[config.mk]
export PLATFORM = sky130hd
export DESIGN_NAME = div_unit
export DESIGN_NICKNAME = d
export VERILOG_FILES = /design/src/rtl/div_unit.sv
export SDC_FILE = /design/constraint.sdc
export NUM_CORES = 1
export LEC_CHECK = 0
export BUFFER_PORTS_ARGS = -buffer_cell sky130_fd_sc_hd__buf_2
export CAP_MARGIN = 10
export CORE_AREA = 3 3 145 147
export DETAILED_ROUTE_END_ITERATION = 8
export DIE_AREA = 0 0 148 150
export PLACE_DENSITY = 0.76
export REMOVE_ABC_BUFFERS = 1
export SLEW_MARGIN = 5
export SYNTH_ARGS = -nofsm -noshare
export SYNTH_HDL_FRONTEND = slang
export SYNTH_SLANG_ARGS = --single-unit
export TNS_END_PERCENT = 5
[constraint.sdc]
create_clock -name clock -period 6 [get_ports clock]
set_clock_uncertainty 0.15 [all_clocks]
set_input_delay 0.9 -clock clock [delete_from_list [all_inputs] [get_ports clock]]
set_output_delay 0.9 -clock clock [all_outputs]
set_load 0.02 [all_outputs]
[src/rtl/div_unit.sv]
`default_nettype none
// div_unit: multicycle restoring signed divider for MIPS DIV.
// Quotient goes to lo_out and remainder to hi_out; a zero divisor is flagged on div_zero.
module div_unit #(
    parameter int WIDTH = 32
) (
    input  logic                    clock,
    input  logic                    reset,
    input  logic                    start,
    input  logic [WIDTH-1:0]        dividend,
    input  logic [WIDTH-1:0]        divisor,
    output logic [WIDTH-1:0]        lo_out,
    output logic [WIDTH-1:0]        hi_out,
    output logic                    busy,
    output logic                    done,
    output logic                    div_zero,
    output logic [$clog2(WIDTH):0]  counter
);
    localparam int CW = $clog2(WIDTH) + 1;
    localparam logic [CW-1:0] LAST = CW'(WIDTH - 1);

    localparam logic [2:0] S_IDLE  = 3'd0;
    localparam logic [2:0] S_ITER  = 3'd1;
    localparam logic [2:0] S_FIXUP = 3'd2;
    localparam logic [2:0] S_DONE  = 3'd3;
    localparam logic [2:0] S_ERR   = 3'd4;

    logic [2:0]       state;
    logic [WIDTH-1:0] quo;
    logic [WIDTH-1:0] rem;
    logic [WIDTH-1:0] mag;
    logic             qneg;
    logic             rneg;

    logic [WIDTH:0]   shifted;
    logic [WIDTH:0]   trial;
    logic [WIDTH-1:0] abs_dividend;
    logic [WIDTH-1:0] abs_divisor;

    // The most negative operand negates to itself, which read unsigned is exactly its magnitude.
    assign abs_dividend = dividend[WIDTH-1] ? -dividend : dividend;
    assign abs_divisor  = divisor[WIDTH-1]  ? -divisor  : divisor;

    // The partial remainder stays below mag, so one extra bit is enough to see the borrow.
    assign shifted = {rem, quo[WIDTH-1]};
    assign trial   = shifted - {1'b0, mag};

    assign busy     = (state == S_ITER) || (state == S_FIXUP);
    assign done     = (state == S_DONE) || (state == S_ERR);
    assign div_zero = (state == S_ERR);

    always_ff @(posedge clock) begin
        if (!reset) begin
            state   <= S_IDLE;
            lo_out  <= '0;
            hi_out  <= '0;
            counter <= '0;
            quo     <= '0;
            rem     <= '0;
            mag     <= '0;
            qneg    <= 1'b0;
            rneg    <= 1'b0;
        end else begin
            case (state)
                S_IDLE: begin
                    if (start) begin
                        if (divisor == '0) begin
                            state <= S_ERR;
                        end else begin
                            quo     <= abs_dividend;
                            mag     <= abs_divisor;
                            rem     <= '0;
                            counter <= '0;
                            qneg    <= dividend[WIDTH-1] ^ divisor[WIDTH-1];
                            rneg    <= dividend[WIDTH-1];
                            state   <= S_ITER;
                        end
                    end
                end
                S_ITER: begin
                    quo     <= {quo[WIDTH-2:0], ~trial[WIDTH]};
                    rem     <= trial[WIDTH] ? shifted[WIDTH-1:0] : trial[WIDTH-1:0];
                    counter <= counter + 1'b1;
                    if (counter == LAST) begin
                        state <= S_FIXUP;
                    end
                end
                S_FIXUP: begin
                    lo_out <= qneg ? -quo : quo;
                    hi_out <= rneg ? -rem : rem;
                    state  <= S_DONE;
                end
                S_DONE:  state <= S_IDLE;
                S_ERR:   state <= S_IDLE;
                default: state <= S_IDLE;
            endcase
        end
    end
endmodule
`default_nettype wire

Yosys cells after proc, flatten, opt, wreduce, memory -nomap -nowiden
Index checks and enable logic that the tools add are counted.

Logic and storage cells: 52. Output and inout port bits: 73. Register bits after elaboration: 171.

Muxes and demuxes: 18. Bitwise operators: 3. Reductions and logical operators: 8. Eq/ne operators: 8. Add/subtract/negate cells: 6.

Operators by type and width (number): $mux W32 (9); $neg A32 Y32 (4); $pmux W32 S2 (2); $sub A33 B32 Y33 (1); $logic_not A32 Y1 (1); $mux W6 (2); $pmux W6 S2 (1); $mux W3 (3); $pmux W3 S3 (1); $add A6 B1 Y6 const B (1); $eq A3 B2 Y1 const B (2); $eq A6 B5 Y1 const B (1); $reduce_and A3 Y1 (2); $ne A2 B2 Y1 const B (2); $eq A3 B1 Y1 const B (1); $eq A3 B3 Y1 const B (1); $logic_not A3 Y1 (1); $logic_or A1 B1 Y1 (2); $ne A2 B1 Y1 const B (1); $not A1 Y1 (2); $reduce_and A2 Y1 (1); $reduce_bool A2 Y1 (1); $xor A1 B1 Y1 (1).

Logic depth before layout (Yosys ltp)
Word-level depth: 5. Mapped depth: 14. Depth with buffers taken out: 12.

Worst setup path before layout
No wires, ideal clock.

Path type: in2reg. Start point: input dividend[14]. End point: register quo[26]. Buffers on the path: 0. Library setup time: 0.115 ns. Stages: 9. Setup slack: 2.603 ns. Data arrival time: 3.132 ns. Data required time: 5.735 ns. Path through: or4_1 -> nor4_2 -> nor2b_1 -> nand4_1 -> or4_1 -> o41ai_1 -> xor2_1 -> o21ai_1 -> and2_1.

Cells in the longest elaborated chain, start to end: 5.

RTL lines: start, declared (RTL line 10) `input logic [WIDTH-1:0] dividend,`; $neg A32 Y32 (RTL line 41) `assign abs_dividend = dividend[WIDTH-1] ? -dividend : dividend;`; $mux W32 (RTL line 41); $mux W32 (RTL line 67) `if (divisor == '0) begin`; $mux W32 (RTL line 66) `if (start) begin`; $pmux W32 S2 (RTL line 64) `case (state)`; end signal, assigned (RTL line 70) `quo <= abs_dividend;`; end signal, assigned (RTL line 81) `quo <= {quo[WIDTH-2:0], ~trial[WIDTH]};`; end, declared (RTL line 29) `logic [WIDTH-1:0] quo;`.

No other way between the ends. The select of a mux whose other input is x is not followed. A chain may end at the register's enable or synchronous reset.

Final worst setup path
Start point: input divisor[6]. End point: register rem[23].

Cells in the longest elaborated chain, start to end: 3.

RTL lines: start, declared (RTL line 11) `input logic [WIDTH-1:0] divisor,`; $logic_not A32 Y1 (RTL line 67); $ne A2 B2 Y1 (no line); $reduce_and A3 Y1 (no line); end signal, assigned (RTL line 82) `rem <= trial[WIDTH] ? shifted[WIDTH-1:0] : trial[WIDTH-1:0];`; end, declared (RTL line 30) `logic [WIDTH-1:0] rem;`.

No other way between the ends.

==> results by stage <==
Outcome:
- The run finished with clean final reports.

Yosys:
- The mux cell area share after synthesis is under 10%.
- By area the synthesized netlist is led by dfxtp_1 (31%), xor2_1 (9.5%), o211a_1 (8.2%).
- The main combinational cell family by area after synthesis is compound AO/OA/AOI/OAI gates.
- The area fraction in compound gates after synthesis is 25.0%.
- The distinct cell type count after synthesis is 73.
- The async set-reset flop share out of synthesis is 0%.
- The synthesized netlist devotes 12.1% of its cell area to XOR and XNOR gates.
- The gate count of the mapped netlist is roughly 1300.
- The sequential element share of the synthesized area is between 30% and 40%.
- The synthesized flop and latch total is 171.
- The number of enable flip-flop cells after synthesis is 0.
- The commonest cells after synthesis are nand2_1 (205), dfxtp_1 (171), xor2_1 (119).
- Summed over all instances, the cell type with the most area after synthesis is dfxtp_1.
- Of the total synthesized cell area, the portion taken by full adders, half adders and majority gates is around 4.4%.
- Averaged over all synthesized cells, the footprint is ~8.3 µm².
- nand2_1 is the most common cell in the netlist.
- After synthesis the cells add up to 10900 µm².
- The simple-gate share of the synthesized area is ~19%.
- Of the post-synthesis cell area, the dominant cell type holds a little under a third.
- In the synthesized netlist the dominant register cell turns out to be dfxtp_1.
- For this run, the number of Yosys warnings is 0.

Floorplan:
- The die width is about 150 µm.
- In this run the count of I/O pins placed on the die edge is 140.
- Once the floorplan was initialized, standard cells occupied roughly 55% of the core.
- The total die area is roughly 22000 µm².
- The y dimension of the die is roughly 150 µm.
- The area inside the core boundary is 20000 µm².
- The floorplan has 52 rows.

Worst setup path:
- The worst-path cell with the longest stage delay is or4_1.
- The type of the setup path with the least slack is input pin to register.
- The critical path goes through buf_2 -> or4_1 -> nor3_2 -> nand4_1 -> or3b_1 -> nand2_1 -> buf_4 -> nand2_1 -> nor2_2 -> buf_4 -> nand2_1 -> o21ai_1.
- The critical path ends at rem[23]$_SDFFE_PN0P_.
- The endpoint of the most critical register-to-register path is rem[0]$_SDFFE_PN0P_.
- Counting both buffers and inverters, the worst setup path holds a total of 3.
- Counting cells, the worst reg-to-reg path comes to 12.
- On the critical path the largest part of the delay comes from simple AND/OR/NAND/NOR gates.
- The startpoint identified for the worst register-to-register timing path is rem[0]$_SDFFE_PN0P_.
- The number of gates on the worst path with buffers counted is 12.
- Of all nets on the critical path, the largest fanout is 33.
- The setup slack of the worst register-to-register path is 2.30 ns.
- The arrival time reported for the critical path endpoint is 4.02 ns.
- STA classifies the critical path endpoint as a register.
- The worst setup path startpoint is divisor[6].
- The largest stage delay on the critical path is 0.58 ns.
- STA puts the critical path data required time at just over 6 ns.
- The most numerous cell type found on the critical path is nand2_1.
- The nature of the critical path startpoint is an input pin.

Route:
- Summing over every cut layer, the via total after detailed routing is roughly 9800.
- After detailed routing, the number of vias per cell comes to 5.83.
- After the first detailed-routing iteration, the DRC count stood at roughly 780.
- The number of iterations in the first detailed-routing pass is 5.
- The remaining routing DRC violations is 0.
- In the final routed layout, each cell accounts on average for ~17 µm.
- In this run the remaining antenna-violating nets after routing total 0.
- The wire length reported by the detailed router is 27800 µm.

Clocking:
- In this run, post-CTS repair resized a total of 0 instances.
- The post-CTS clock slew at the launch and capture registers of the worst setup and hold paths is 0.06 ns.
- The number of hold buffers added after CTS is 0.
- The insertion delay of the later-clocked pin in the worst-skew pair is roughly 0.44 ns.
- The number of clock buffers added by TritonCTS is 17.
- The number of setup buffers added after CTS is 0.
- The tree built by TritonCTS fans out to 171 sinks.
- The TritonCTS clock tree is done.
- The H-tree was split into 4 levels.
- The clock passes through at most 2 buffers.
- Clock tree synthesis selected as its root buffer the cell clkbuf_16.

Power:
- The design draws about 0.0030 W.
- The highest ir drop seen on vdd is roughly 0.21 mV.
- The power density of the placed cells is 243 nW/µm².
- The analysis attributes to cell leakage a power of roughly 6 nW.

Flow run:
- The reported max-cap violation count is 0.

Cells and area:
- Compared with the post-synthesis result, the final layout area differs by 13.2%.
- After routing the design area is about 12000 µm².
- The proportion of layout cells with a drive suffix above 1 is 14.6%.
- For this run, the post-layout net count is 1506.

Timing:
- The share of the clock period used by the worst path after layout is between 60% and 70%.
- The total negative setup slack is 0 ns.
- The time the final worst path needs with I/O delays and setup is ~3.8 ns.
- The post-layout worst setup margin is 2.20 ns.
- At the pin with the least slew margin, the transition time is about 1.2 ns.
- Setup repair after global routing left no endpoint under its margin.
- Timing would allow up to between 200 and 300 MHz.
- The setup-violating endpoint count in the final report is 0.
- The count of endpoints failing hold in the final timing report is 0.
- The tightest slew margin relative to the limit is 20.0%.
- The max-slew violation count came to 0.

Place:
- Summing all placed instances gives a cell area of about 12000 µm².
- During placement, the flow inserted port buffers numbering between 100 and 150.
- The placed wire-length estimate is 20100 µm.
- Timing analysis after detailed placement gives a worst setup slack of between 1.5 and 2 ns.
- The global placer's final weighted congestion is approximately 0.92.

Min path:
- The worst hold path belongs to the class register to register.

GRT:
- The first-pass GRT wire length is 45300 µm.
- The largest net degree at the start of global routing is 86.
- The total congestion overflow is 0.
- Global routing consumed, over all layers together, between 20 and 25% of the routing resources.
- The number of antenna violations at the first check in global routing is 6.
- The number of global-route vias before repair was about 9100.
==> area by class of cell <==
| type | count | area, µm² |
|---|---|---|
| Antenna cell | 3 | 7.51 |
| Clock buffer | 22 | 484 |
| Clock inverter | 9 | 138 |
| Fill cell | 1829 | 7670 |
| Inverter | 47 | 176 |
| Multi-Input combinational cell | 1016 | 7040 |
| Sequential cell | 171 | 3420 |
| Tap cell | 270 | 338 |
| Timing Repair Buffer | 148 | 766 |
==> registers in the layout (all words and copies together), names as in the netlist <==
| register | flops |
|---|---|
| hi_out | 32 |
| lo_out | 32 |
| mag | 32 |
| quo | 32 |
| rem | 32 |
| counter | 6 |
| state | 3 |
| qneg | 1 |
| rneg | 1 |
==> cell usage in the layout (no fill, tap or decap), types with 30 or more instances in the layout <==
| cell type | count |
|---|---|
| nand2_1 | 205 |
| a21oi_1 | 32 |
| ha_1 | 37 |
| xnor2_1 | 32 |
| o21ai_0 | 52 |
| nor2_1 | 54 |
| inv_1 | 46 |
| buf_2 | 138 |
| o211a_1 | 89 |
| o31ai_1 | 34 |
| nor2b_1 | 30 |
| xor2_1 | 119 |
| o21ai_1 | 44 |
| dfxtp_1 | 171 |
| mux2i_1 | 35 |
==> worst reg2reg max path, delay by kind of cell, from the launching register on <==
family / cells / cell delay [ns]
muxes: 1 / 0.19
AOI/OAI and AO/OA: 5 / 1.13
and+or+nand+nor: 3 / 0.49
DFF: 1 / 0.47
adders and majority gates: 1 / 0.48
buffers and inverters: 2 / 0.68
==> worst min path at each step <==
stage,start,endpoint,slack (ns),cells after the start
6_report,mag[0]$_SDFFE_PN0P_,mag[0]$_SDFFE_PN0P_,0.32,2
5_1_grt,hi_out[12]$_SDFFE_PN0P_,hi_out[12]$_SDFFE_PN0P_,0.35,1
4_1_cts,mag[0]$_SDFFE_PN0P_,mag[0]$_SDFFE_PN0P_,0.32,2
3_5_place_dp,mag[0]$_SDFFE_PN0P_,mag[0]$_SDFFE_PN0P_,0.32,2
3_3_place_gp,mag[0]$_SDFFE_PN0P_,mag[0]$_SDFFE_PN0P_,0.31,2
2_1_floorplan,mag[0]$_SDFFE_PN0P_,mag[0]$_SDFFE_PN0P_,0.29,2
==> kinds of logic (layout without fill, tap and decap cells) <==
group,after synthesis,in the layout
other,0,3
flip-flops,171,171
AND/OR/NAND/NOR,428,428
buffers and inverters,125,226
XOR/XNOR,151,151
multiplexers,35,35
adder cells (fa/ha/maj),38,38
AO/OA/AOI/OAI,364,364
==> through the flow <==
step                std cells  utilization (%)  hold WS (ns)
detailed placement       1652             58.6         0.315
floorplan                1234                -         0.289
global route             1685             61.7         0.354
finish                   1686             61.7         0.320
global placement         1652             58.6         0.309
CTS                      1683             61.7         0.324
==> report_power, final <==
group | switching, W | internal, W | leakage, nW
clock network | 0.000466 | 0.000698 | 0.291
logic | 0.000356 | 0.000249 | 4.30
registers | 0.0000591 | 0.00118 | 1.39
==> metal layers <==
layer	routed length [µm]	share of wire (%)	up-vias	GRT usage, %
met5	29	0.10	-	0
met4	677	2.4	8	8.04
met3	1700	6.1	50	5.36
met2	12500	45	267	39.7
met1	12900	46	4602	33.5
li1	-	-	4910	-
Note: power is estimated with default switching activity, not from simulation.
